File: src/rtl/fp_pkg.sv
// Shared constants and stage-register layout for the single-precision
// multiplier normalise/round stage.
package fp_pkg;

  localparam int FP_BIAS      = 127;
  localparam int FP_EXP_MAX   = 255;
  localparam logic [31:0] FP_QNAN = 32'h7FC0_0000;

  localparam int FRAC_W = 23;
  // Width of the two's-complement exponent-sum input; stage registers carry one extra bit.
  localparam int EXP_W  = 10;
  // Results whose final exponent is <= 0 always flush to signed zero.
  localparam bit FLUSH_DENORM = 1'b1;

  // Stage-1 register: normalised but not yet rounded operand.
  typedef struct packed {
    logic              sign;
    logic [EXP_W:0]    exp;
    logic [FRAC_W-1:0] frac;
    logic              guard;
    logic              sticky;
    logic              zero;
    logic              inf;
    logic              nan;
  } s1_t;

endpackage

File: src/rtl/fp_round_rne.sv
// Round-to-nearest-even of a 23-bit fraction using guard and sticky bits.
// A carry out of the fraction leaves frac at zero and bumps the exponent.
module fp_round_rne
  import fp_pkg::*;
(
  input  logic [FRAC_W-1:0] frac,
  input  logic              guard,
  input  logic              sticky,
  input  logic [EXP_W:0]    exp,
  output logic [FRAC_W-1:0] frac_rnd,
  output logic [EXP_W:0]    exp_rnd,
  output logic              inexact
);

  logic              round_up;
  logic [FRAC_W:0]   sum;

  // Round up above halfway, or at exactly halfway when the lsb is odd.
  assign round_up = guard & (sticky | frac[0]);
  assign sum      = {1'b0, frac} + {{FRAC_W{1'b0}}, round_up};
  // On carry-out sum[FRAC_W-1:0] is already all zeros.
  assign frac_rnd = sum[FRAC_W-1:0];
  assign exp_rnd  = exp + {{EXP_W{1'b0}}, sum[FRAC_W]};
  assign inexact  = guard | sticky;

endmodule

File: src/rtl/fp_mul_normalize.sv
// Two-stage normalise / round / pack stage for the single-precision multiplier.
// Stage 1 normalises the 48-bit product; stage 2 rounds RNE, resolves
// special operands and range, and registers the packed result with flags.
//
// Handshake: a beat moves when valid and ready are both high at a rising
// clock edge. Stage 2 loads when empty or out_ready=1; stage 1 loads when
// empty or stage 2 loads; in_ready mirrors the stage-1 load condition and
// never looks at in_valid. Outputs hold while out_valid=1 and out_ready=0.
module fp_mul_normalize
  import fp_pkg::*;
(
  input  logic             clk,
  input  logic             n_rst,
  input  logic             in_valid,
  output logic             in_ready,
  input  logic             in_sign,
  input  logic [EXP_W-1:0] in_exp,
  input  logic [47:0]      in_prod,
  input  logic             in_zero,
  input  logic             in_inf,
  input  logic             in_nan,
  output logic             out_valid,
  input  logic             out_ready,
  output logic [31:0]      out_result,
  output logic             out_overflow,
  output logic             out_underflow,
  output logic             out_inexact
);

  localparam logic signed [EXP_W:0] EXP_MAX_S = (EXP_W+1)'(FP_EXP_MAX);

  s1_t  s1_d, s1_q;
  logic s1_valid;
  logic s1_load, s2_load;

  logic [FRAC_W-1:0] frac_rnd;
  logic [EXP_W:0]    exp_rnd;
  logic              rnd_inexact;
  logic signed [EXP_W:0] exp_s;

  logic [31:0] res_d;
  logic        ovf_d, unf_d, inx_d;

  assign s2_load  = !out_valid | out_ready;
  assign s1_load  = !s1_valid | s2_load;
  assign in_ready = s1_load;

  // Normalise: pick the fraction window by the product's leading bit.
  always_comb begin
    s1_d        = '0;
    s1_d.sign   = in_sign;
    s1_d.zero   = in_zero;
    s1_d.inf    = in_inf;
    s1_d.nan    = in_nan;
    s1_d.exp    = {in_exp[EXP_W-1], in_exp} + {{EXP_W{1'b0}}, in_prod[47]};
    if (in_prod[47]) begin
      s1_d.frac   = in_prod[46:24];
      s1_d.guard  = in_prod[23];
      s1_d.sticky = |in_prod[22:0];
    end else begin
      s1_d.frac   = in_prod[45:23];
      s1_d.guard  = in_prod[22];
      s1_d.sticky = |in_prod[21:0];
    end
  end

  // Stage-1 register: accepts a new beat whenever it can hand its current one on.
  always_ff @(posedge clk or negedge n_rst) begin
    if (!n_rst) begin
      s1_valid <= 1'b0;
      s1_q     <= '0;
    end else if (s1_load) begin
      s1_valid <= in_valid;
      if (in_valid) s1_q <= s1_d;
    end
  end

  fp_round_rne u_round (
    .frac     (s1_q.frac),
    .guard    (s1_q.guard),
    .sticky   (s1_q.sticky),
    .exp      (s1_q.exp),
    .frac_rnd (frac_rnd),
    .exp_rnd  (exp_rnd),
    .inexact  (rnd_inexact)
  );

  assign exp_s = $signed(exp_rnd);

  // Pack: specials first (flags cleared), then overflow, flush-to-zero, normal.
  always_comb begin
    res_d = {s1_q.sign, exp_rnd[7:0], frac_rnd};
    ovf_d = 1'b0;
    unf_d = 1'b0;
    inx_d = rnd_inexact;
    if (s1_q.nan || (s1_q.inf && s1_q.zero)) begin
      res_d = FP_QNAN;
      inx_d = 1'b0;
    end else if (s1_q.inf) begin
      res_d = {s1_q.sign, 8'hFF, 23'd0};
      inx_d = 1'b0;
    end else if (s1_q.zero) begin
      res_d = {s1_q.sign, 31'd0};
      inx_d = 1'b0;
    end else if (exp_s >= EXP_MAX_S) begin
      res_d = {s1_q.sign, 8'hFF, 23'd0};
      ovf_d = 1'b1;
      inx_d = 1'b1;
    end else if (exp_s <= 0) begin
      res_d = {s1_q.sign, 31'd0};
      unf_d = 1'b1;
      inx_d = 1'b1;
    end
  end

  // Stage-2 / output register: only updates when the consumer can take a new result.
  always_ff @(posedge clk or negedge n_rst) begin
    if (!n_rst) begin
      out_valid     <= 1'b0;
      out_result    <= '0;
      out_overflow  <= 1'b0;
      out_underflow <= 1'b0;
      out_inexact   <= 1'b0;
    end else if (s2_load) begin
      out_valid <= s1_valid;
      if (s1_valid) begin
        out_result    <= res_d;
        out_overflow  <= ovf_d;
        out_underflow <= unf_d;
        out_inexact   <= inx_d;
      end
    end
  end

endmodule

File: config.mk
export PLATFORM = sky130hd
export DESIGN_NAME = fp_mul_normalize
export DESIGN_NICKNAME = d
export VERILOG_FILES = /design/src/rtl/fp_pkg.sv /design/src/rtl/fp_round_rne.sv /design/src/rtl/fp_mul_normalize.sv
export SDC_FILE = /design/constraint.sdc
export NUM_CORES = 1
export LEC_CHECK = 0
export ABC_AREA = 1
export ABC_CLOCK_PERIOD_IN_PS = 3480
export BUFFER_PORTS_ARGS = -buffer_cell sky130_fd_sc_hd__buf_2
export CELL_PAD_IN_SITES_DETAIL_PLACEMENT = 0
export CELL_PAD_IN_SITES_GLOBAL_PLACEMENT = 1
export CORE_UTILIZATION = 35
export DETAILED_ROUTE_END_ITERATION = 12
export GPL_ROUTABILITY_DRIVEN = 1
export PLACE_DENSITY = 0.76
export SYNTH_ARGS = -nofsm -noshare
export SYNTH_HDL_FRONTEND = slang
export SYNTH_SLANG_ARGS = --single-unit
File: constraint.sdc
create_clock -name clk -period 3.48 [get_ports clk]
set_clock_uncertainty 0.2 [all_clocks]
set_input_delay 0.522 -clock clk [delete_from_list [all_inputs] [get_ports clk]]
set_output_delay 0.522 -clock clk [all_outputs]
set_load 0.03 [all_outputs]
# After elaboration in Yosys (flattened, before gate mapping)
# Cells that the tools add are included.
dict set report word_totals {
  register_bits 77
  inputBits 66
  output_inout_bits 37
  elab_cells 52
}
dict set report op_classes {
  addsub 3
  order_cmp 2
  n_mux 20
  bitwise 5
  reduce_logical 8
}
# op n
set ops {}
lappend ops {{2-to-1 mux 31 bit} 4}
lappend ops {{2-to-1 mux 32 bit} 1}
lappend ops {{2-to-1 mux 25 bit} 1}
lappend ops {{adder 23 x 1 -> 24 bit} 1}
lappend ops {{OR reduction 23 bit} 1}
lappend ops {{OR reduction 22 bit} 1}
lappend ops {{2-to-1 mux 1 bit} 14}
lappend ops {{adder 10 x 2 -> 11 bit} 1}
lappend ops {{adder 11 x 1 -> 11 bit} 1}
lappend ops {{greater-or-equal comparator 11 x 9 -> 1 bit, second input constant} 1}
lappend ops {{<= comparator 11 x 1 -> 1 bit, second input constant} 1}
lappend ops {{OR 1 bit} 4}
lappend ops {{AND reduction 2 bit} 2}
lappend ops {{logical NOT 1 bit} 2}
lappend ops {{bitwise AND 1 bit} 1}
lappend ops {{logical AND 1 bit} 1}
lappend ops {{logical OR 1 bit} 1}

# Longest topological paths before layout
dict set report logic_depth {
  depth_word 10
  ltp_mapped 26
  ltp_nobuf 26
}

# Cells and area by module
# A second synthesis with hierarchy kept.
dict set report hier_totals {
  hier_cells 594
  area_unflattened_um2 4566.9
}
# module n_inst cells_per_inst area_each_um2 seq_area_each_um2
set modules_own_cells {}
lappend modules_own_cells {fp_mul_normalize 1 443 3668.5 1926.8}
lappend modules_own_cells {fp_round_rne 1 151 898.4 0.0}

# Worst setup path before layout
# OpenSTA, ideal clock, no wires.
dict set report synth_timing {
  path_kind {reg-to-reg}
  from {reg s1_q[3] (netlist name)}
  to {reg out_result[23]}
  setup_time_ns 0.136
  arrival_time_ns 3.250
  t_required_ns 3.144
  path_slack_ns -0.106
  stages_incl_launch_ff 23
  path_buffers 0
  synth_period_minus_slack_ns 3.586
  cell_sequence {dfrtp_1 nor2_1 nor2_1 ha_1 nand3_1 nor2_1 nand2_1 nor3_2 nand3_1 nor2_1 nand3_1 nor3_1 ha_1 ha_1 nand2_2 nor2_4 nand3b_1 xor2_1 clkinv_1 nand2_1 nand2_1 nand2_1 a21oi_1}
}
dict set report synth_between {
  elab_chain_len 10
  elab_cells_between_ends 11
  cone_classes {2 x add/sub; 2 x order compare; 5 x mux; 2 x bitwise}
}
# item line_no
set synth_lines {}
lappend synth_lines {{start: declaration} fp_mul_normalize.sv:32} ;# s1_t s1_d, s1_q;
lappend synth_lines {{start signal: assignment} fp_mul_normalize.sv:71} ;# s1_q <= '0;
lappend synth_lines {{start signal: assignment} fp_mul_normalize.sv:74} ;# if (in_valid) s1_q <= s1_d;
lappend synth_lines {{OR 1 bit (*)} fp_round_rne.sv:19} ;# assign round_up = guard & (sticky | frac[0]);
lappend synth_lines {{bitwise AND 1 bit (*)} fp_round_rne.sv:19}
lappend synth_lines {{adder 23 x 1 -> 24 bit (*)} fp_round_rne.sv:20} ;# assign sum = {1'b0, frac} + {{FRAC_W{1'b0}}, round_up};
lappend synth_lines {{adder 11 x 1 -> 11 bit (*)} fp_round_rne.sv:23} ;# assign exp_rnd = exp + {{EXP_W{1'b0}}, sum[FRAC_W]};
lappend synth_lines {{<= comparator 11 x 1 -> 1 bit} fp_mul_normalize.sv:109} ;# end else if (exp_s <= 0) begin
lappend synth_lines {{2-to-1 mux 31 bit} fp_mul_normalize.sv:109}
lappend synth_lines {{2-to-1 mux 31 bit (*)} fp_mul_normalize.sv:105} ;# end else if (exp_s >= EXP_MAX_S) begin
lappend synth_lines {{2-to-1 mux 31 bit (*)} fp_mul_normalize.sv:102} ;# end else if (s1_q.zero) begin
lappend synth_lines {{2-to-1 mux 31 bit (*)} fp_mul_normalize.sv:99} ;# end else if (s1_q.inf) begin
lappend synth_lines {{2-to-1 mux 32 bit (*)} fp_mul_normalize.sv:96} ;# if (s1_q.nan || (s1_q.inf && s1_q.zero)) begin
lappend synth_lines {{end signal: assignment} fp_mul_normalize.sv:127} ;# out_result <= res_d;
lappend synth_lines {{end: declaration} fp_mul_normalize.sv:24} ;# output logic [31:0] out_result,
# Mark *: on every way between the ends. The rest lies on a longest branch, timed or not.
# A chain may end at the register's enable or synchronous reset.

# Worst setup path after layout
dict set report layout_timing {
  from {reg s1_q[4] (netlist name)}
  to {reg out_result[15]}
}
dict set report layout_between {
  elab_chain_len 9
  elab_cells_between_ends 10
  cone_classes {2 x add/sub; 2 x order compare; 5 x mux; 1 x bitwise}
}
# item line_no
set layout_lines {}
lappend layout_lines {{bitwise AND 1 bit (*)} fp_round_rne.sv:19}
lappend layout_lines {{adder 23 x 1 -> 24 bit (*)} fp_round_rne.sv:20}
lappend layout_lines {{adder 11 x 1 -> 11 bit} fp_round_rne.sv:23}
lappend layout_lines {{<= comparator 11 x 1 -> 1 bit} fp_mul_normalize.sv:109}
lappend layout_lines {{2-to-1 mux 31 bit} fp_mul_normalize.sv:109}
lappend layout_lines {{2-to-1 mux 31 bit (*)} fp_mul_normalize.sv:105}
lappend layout_lines {{2-to-1 mux 31 bit (*)} fp_mul_normalize.sv:102}
lappend layout_lines {{2-to-1 mux 31 bit (*)} fp_mul_normalize.sv:99}
lappend layout_lines {{2-to-1 mux 32 bit (*)} fp_mul_normalize.sv:96}
# Marks and branches as above.

==> impl.org <==
** Drt
- Met2 wire length :: around 5.2 mm
- Signal routing reaches up to met4.
- In the routed layout, each cell is associated on average with a via count of 4.75.
- Antenna violation net count after detailed routing :: 0
- In the routed design, unresolved DRC markers number 0.
- Total via count after detailed routing :: a little over 4000
- DRT Pass-1 Iters :: 4
- For this block, the initial DRC count from the detailed router was 203.
- For this block, the routed nets add up to 11.5 mm of wire.
- WL per Instance :: roughly 13 microns
- Met1 wire length :: about 5.7 mm
- Wire length on met3 :: about 380 microns

** Logic synthesis
- Number of instances in the synthesized netlist :: ~570
- Primary FF master, synth :: sky130_fd_sc_hd__dfrtp_1
- Yosys instantiated no cell more often than sky130_fd_sc_hd__nand2_1.
- Syn Area/Cell :: a little under 8 sq um
- Ranked by total cell area, the synthesized netlist is headed by sky130_fd_sc_hd__dfrtp_1 44%, sky130_fd_sc_hd__nand2_1 13%, sky130_fd_sc_hd__inv_1 5.8%.
- Share of the synthesized area in the top cell type :: 44.3%
- Post-synthesis async set-or-reset flop share :: between 90% and 100%
- The mapped netlist covers 4350 sq um.
- The number of nets handed over by synthesis was between 600 and 700.
- The commonest cells after synthesis are 149 x sky130_fd_sc_hd__nand2_1, 77 x sky130_fd_sc_hd__dfrtp_1, 67 x sky130_fd_sc_hd__inv_1.
- Sequential elements use 44.3% of the synthesized area.
- For this run, the number of Yosys warnings is 0.
- Number of synthesized register bits :: between 70 and 80
- Unique masters post-synth :: 34
- The synthesized design contains 0 enable-type register cells.
- Cell type with the highest aggregate area in the netlist :: sky130_fd_sc_hd__dfrtp_1

** Floorplan
- The die is around 110 microns wide.
- The die covers 12900 sq um.
- Floorplan row count :: 40
- Boundary pin count :: just over 100
- Floorplan Core Area :: 12100 sq um
- For this configuration, the core starts out at a cell density of between 30 and 40%.
- Die extent in y :: ~110 microns

** Min path
- The tightest min-delay check is of the in -> async type.

** Clock tree
- CTS sink count :: 77
- Counting the buffers created by CTS gives 9.
- Maximum buffer depth of the clock tree :: 2
- Hold repair after CTS inserted 0 buffers.
- Clock tree from TritonCTS :: yes
- Clock transition time at the flip-flop clock pins of the worst setup and hold paths :: roughly 0.06 ns
- Clock latency at the later pin of the worst-skew pair :: approximately 0.34 ns
- The H-tree was split into 3 levels.
- Clock tree root driver cell :: sky130_fd_sc_hd__clkbuf_16

** Pwr
- Power spread over the standard cell area amounts to ~500 nW/um^2.
- Leakage power of the design :: roughly 2.9 nW
- Worst vdd ir :: about 240 uV

** STA
- After layout, the minimum clock period comes to roughly 3.5 ns.
- Actual slew at the worst max-slew pin :: roughly 0.96 ns
- The number of max-slew violations in the final report came to 0.
- Fmax achieved :: ~280 MHz
- Setup repair after global routing could not meet its margin everywhere.
- Number of endpoints with negative hold slack in the final report :: 0
- Once routing completed, OpenROAD measured the worst setup slack at -0.0427 ns.
- Finish-stage setup viols :: 22
- After layout, the worst path uses 101% of the clock period.
- The worst pin sits at a relative slew slack of a little over a third.

** Layout
- Design Area, Final :: between 5000 and 6000 sq um
- Compared with the post-synthesis result, the final layout area differs by 35.8%.
- ANT cells :: 0
- The finished layout holds 872 standard cells, fillers aside.
- The post-route netlist has 33.5% of its cells at a drive strength greater than 1.
- Final net count :: just under 800
- Filler cells :: around 1200

** Worst setup path
- For this run, the slowest stage of the critical path takes 0.36 ns.
- Critical Path Start Type :: register
- The signal on the critical path passes through inv_2 > nor2_2 > ha_2 > nand3_4 > nor2_4 > nand2_2 > nor3_4 > nand3_2 > nor2_4 > nand3_2 > nor3_2 > ha_2 > ha_4 > nand2_4 > nor2_4 > nand3b_1 > xor2_2 > nor2_2 > nand2_2 > nor2_4 > nand3_4 > clkbuf_16 > o21ai_2.
- Among the stages of the critical path, the cell type that occurs most often is sky130_fd_sc_hd__nor2_4.
- In this run the worst setup path begins at s1_q[4].
- STA puts the critical path data required time at ~3.6 ns.
- Crit Path Category :: reg -> reg
- For the worst setup path, the data arrival time is roughly 3.6 ns.
- The worst register-to-register path begins at s1_q[4].
- Of all nets on the critical path, the largest fanout is 5.
- Category of the worst setup path capture point :: register
- For this design, the slowest cell found on the critical path is sky130_fd_sc_hd__dfrtp_1.

** Global routing
- Wire length of the first global-routing pass :: slightly below 20 mm
- Entering global routing, the biggest net connects roughly 80 pins.
- Global routing finished with a remaining overflow of 0.
- The number of global-route vias before repair came to ~4000.
- Global routing used a little under a fifth of the available tracks.
- Initial antenna violation count :: 0

** Placed design
- Post-detailed-placement cell area :: between 5000 and 6000 sq um
- After legalization and detailed placement, the total HPWL measured around 8 mm.
- Routability-driven placement congestion ratio :: ~0.8
- The number of placed instances, taps included, is 841.
- Port Buffer Count :: approximately 100

** Run status
- Outcome :: finished with violations
- Failing checks :: setup timing

** Job
- Max capacitance violation total :: 0
-- kinds of logic after synthesis --
kind of cell,Yosys count,synth area share (%)
DFF,77,44.3
xor gates and xnor gates,18,3.63
buffers and inverters,91,8.21
AOI/OAI and AO/OA,104,15.2
adders and majority gates,6,1.73
and+or+nand+nor,269,26.9
-- metal layers --
layer / up-vias / global-route usage (%)
li1: 2116 / -
met1: 1928 / 26.0
met2: 89 / 30.3
met5: - / 0
met3: 13 / 2.76
met4: 0 / 7.37
-- worst max-delay path: cells and delay by family, from the launching register on --
family / cells / cell delay, ns
fa+ha+maj: 3 / 0.61
buf+inv: 2 / 0.27
simple gates: 16 / 1.73
xor+xnor: 1 / 0.18
compound gates: 1 / 0.10
flops: 1 / 0.36
-- through the flow --
step	total power, mW	setup slack, ns	TNS [ns]	utilization, %	hold slack (ns)
global placement	1.85	-0.00700	-0.0150	43.0	0.258
global route	3.06	-0.343	-9.72	48.9	0.202
detailed placement	1.86	-0.145	-3.80	43.0	0.268
CTS	2.85	-0.0432	-0.479	47.2	0.178
finish	2.90	-0.0427	-0.429	48.9	0.128
floorplan	1.60	0.0295	0	-	0.0264
-- cell usage in the layout (no fill, tap or decap), drive strengths merged, types with 5 or more instances in the layout --
cell type | Yosys | layout
nand3 | 36 | 36
or2 | 5 | 5
clkinv | 5 | 5
nor3 | 10 | 10
nand2 | 151 | 151
a21oi | 14 | 14
nor4 | 8 | 8
xor2 | 16 | 16
nor2 | 49 | 49
ha | 6 | 6
buf | 4 | 138
inv | 70 | 70
o211ai | 19 | 19
dfrtp | 77 | 77
o21ai | 64 | 64
nand4 | 8 | 8
clkbuf | 12 | 14
-- path summary, 6_finish.rpt --
kind | to | slack (ns) | cells past startpoint
max | out_result[15] | -0.04 | 23
min | out_result[3] | 0.13 | 1
max reg2reg | out_result[15] | -0.04 | 23
min reg2reg | out_result[31] | 0.28 | 2
max in group asynchronous | out_result[28] | 2.32 | 1
min in group clk | s1_q[0] | 0.18 | 3
-- state kept, by name (all words and copies together), names as in the netlist --
signal,count
out_valid,1
s1_valid,1
out_inexact,1
out_underflow,1
out_result,32
out_overflow,1
s1_q,40
-- timing repair --
action | 4_1_cts | 5_1_grt
cloned | 2 | 1
endpoints found under the hold margin | 0 | 0
setup endpoints to repair | 30 | 34
pin swaps | 0 | 13
resized for setup | 23 | 46
setup buffers | 8 | 4
-- where the power goes --
part           internal, mW  switching, mW  leakage, nW
combinational         0.288          0.525         1.79
sequential             1.03          0.116        0.951
clock                 0.576          0.369        0.136
-- cell type report --
class	count	area, sq um	area share, %
multi-input combinational	397	2300	39.0
sequential	77	1930	32.6
timing repair buffer	139	872	14.8
inverter	75	295	5.00
clock buffer	13	250	4.24
tap	168	210	3.56
clock inverter	3	45.0	0.763
(Power assumes the default switching activity.)
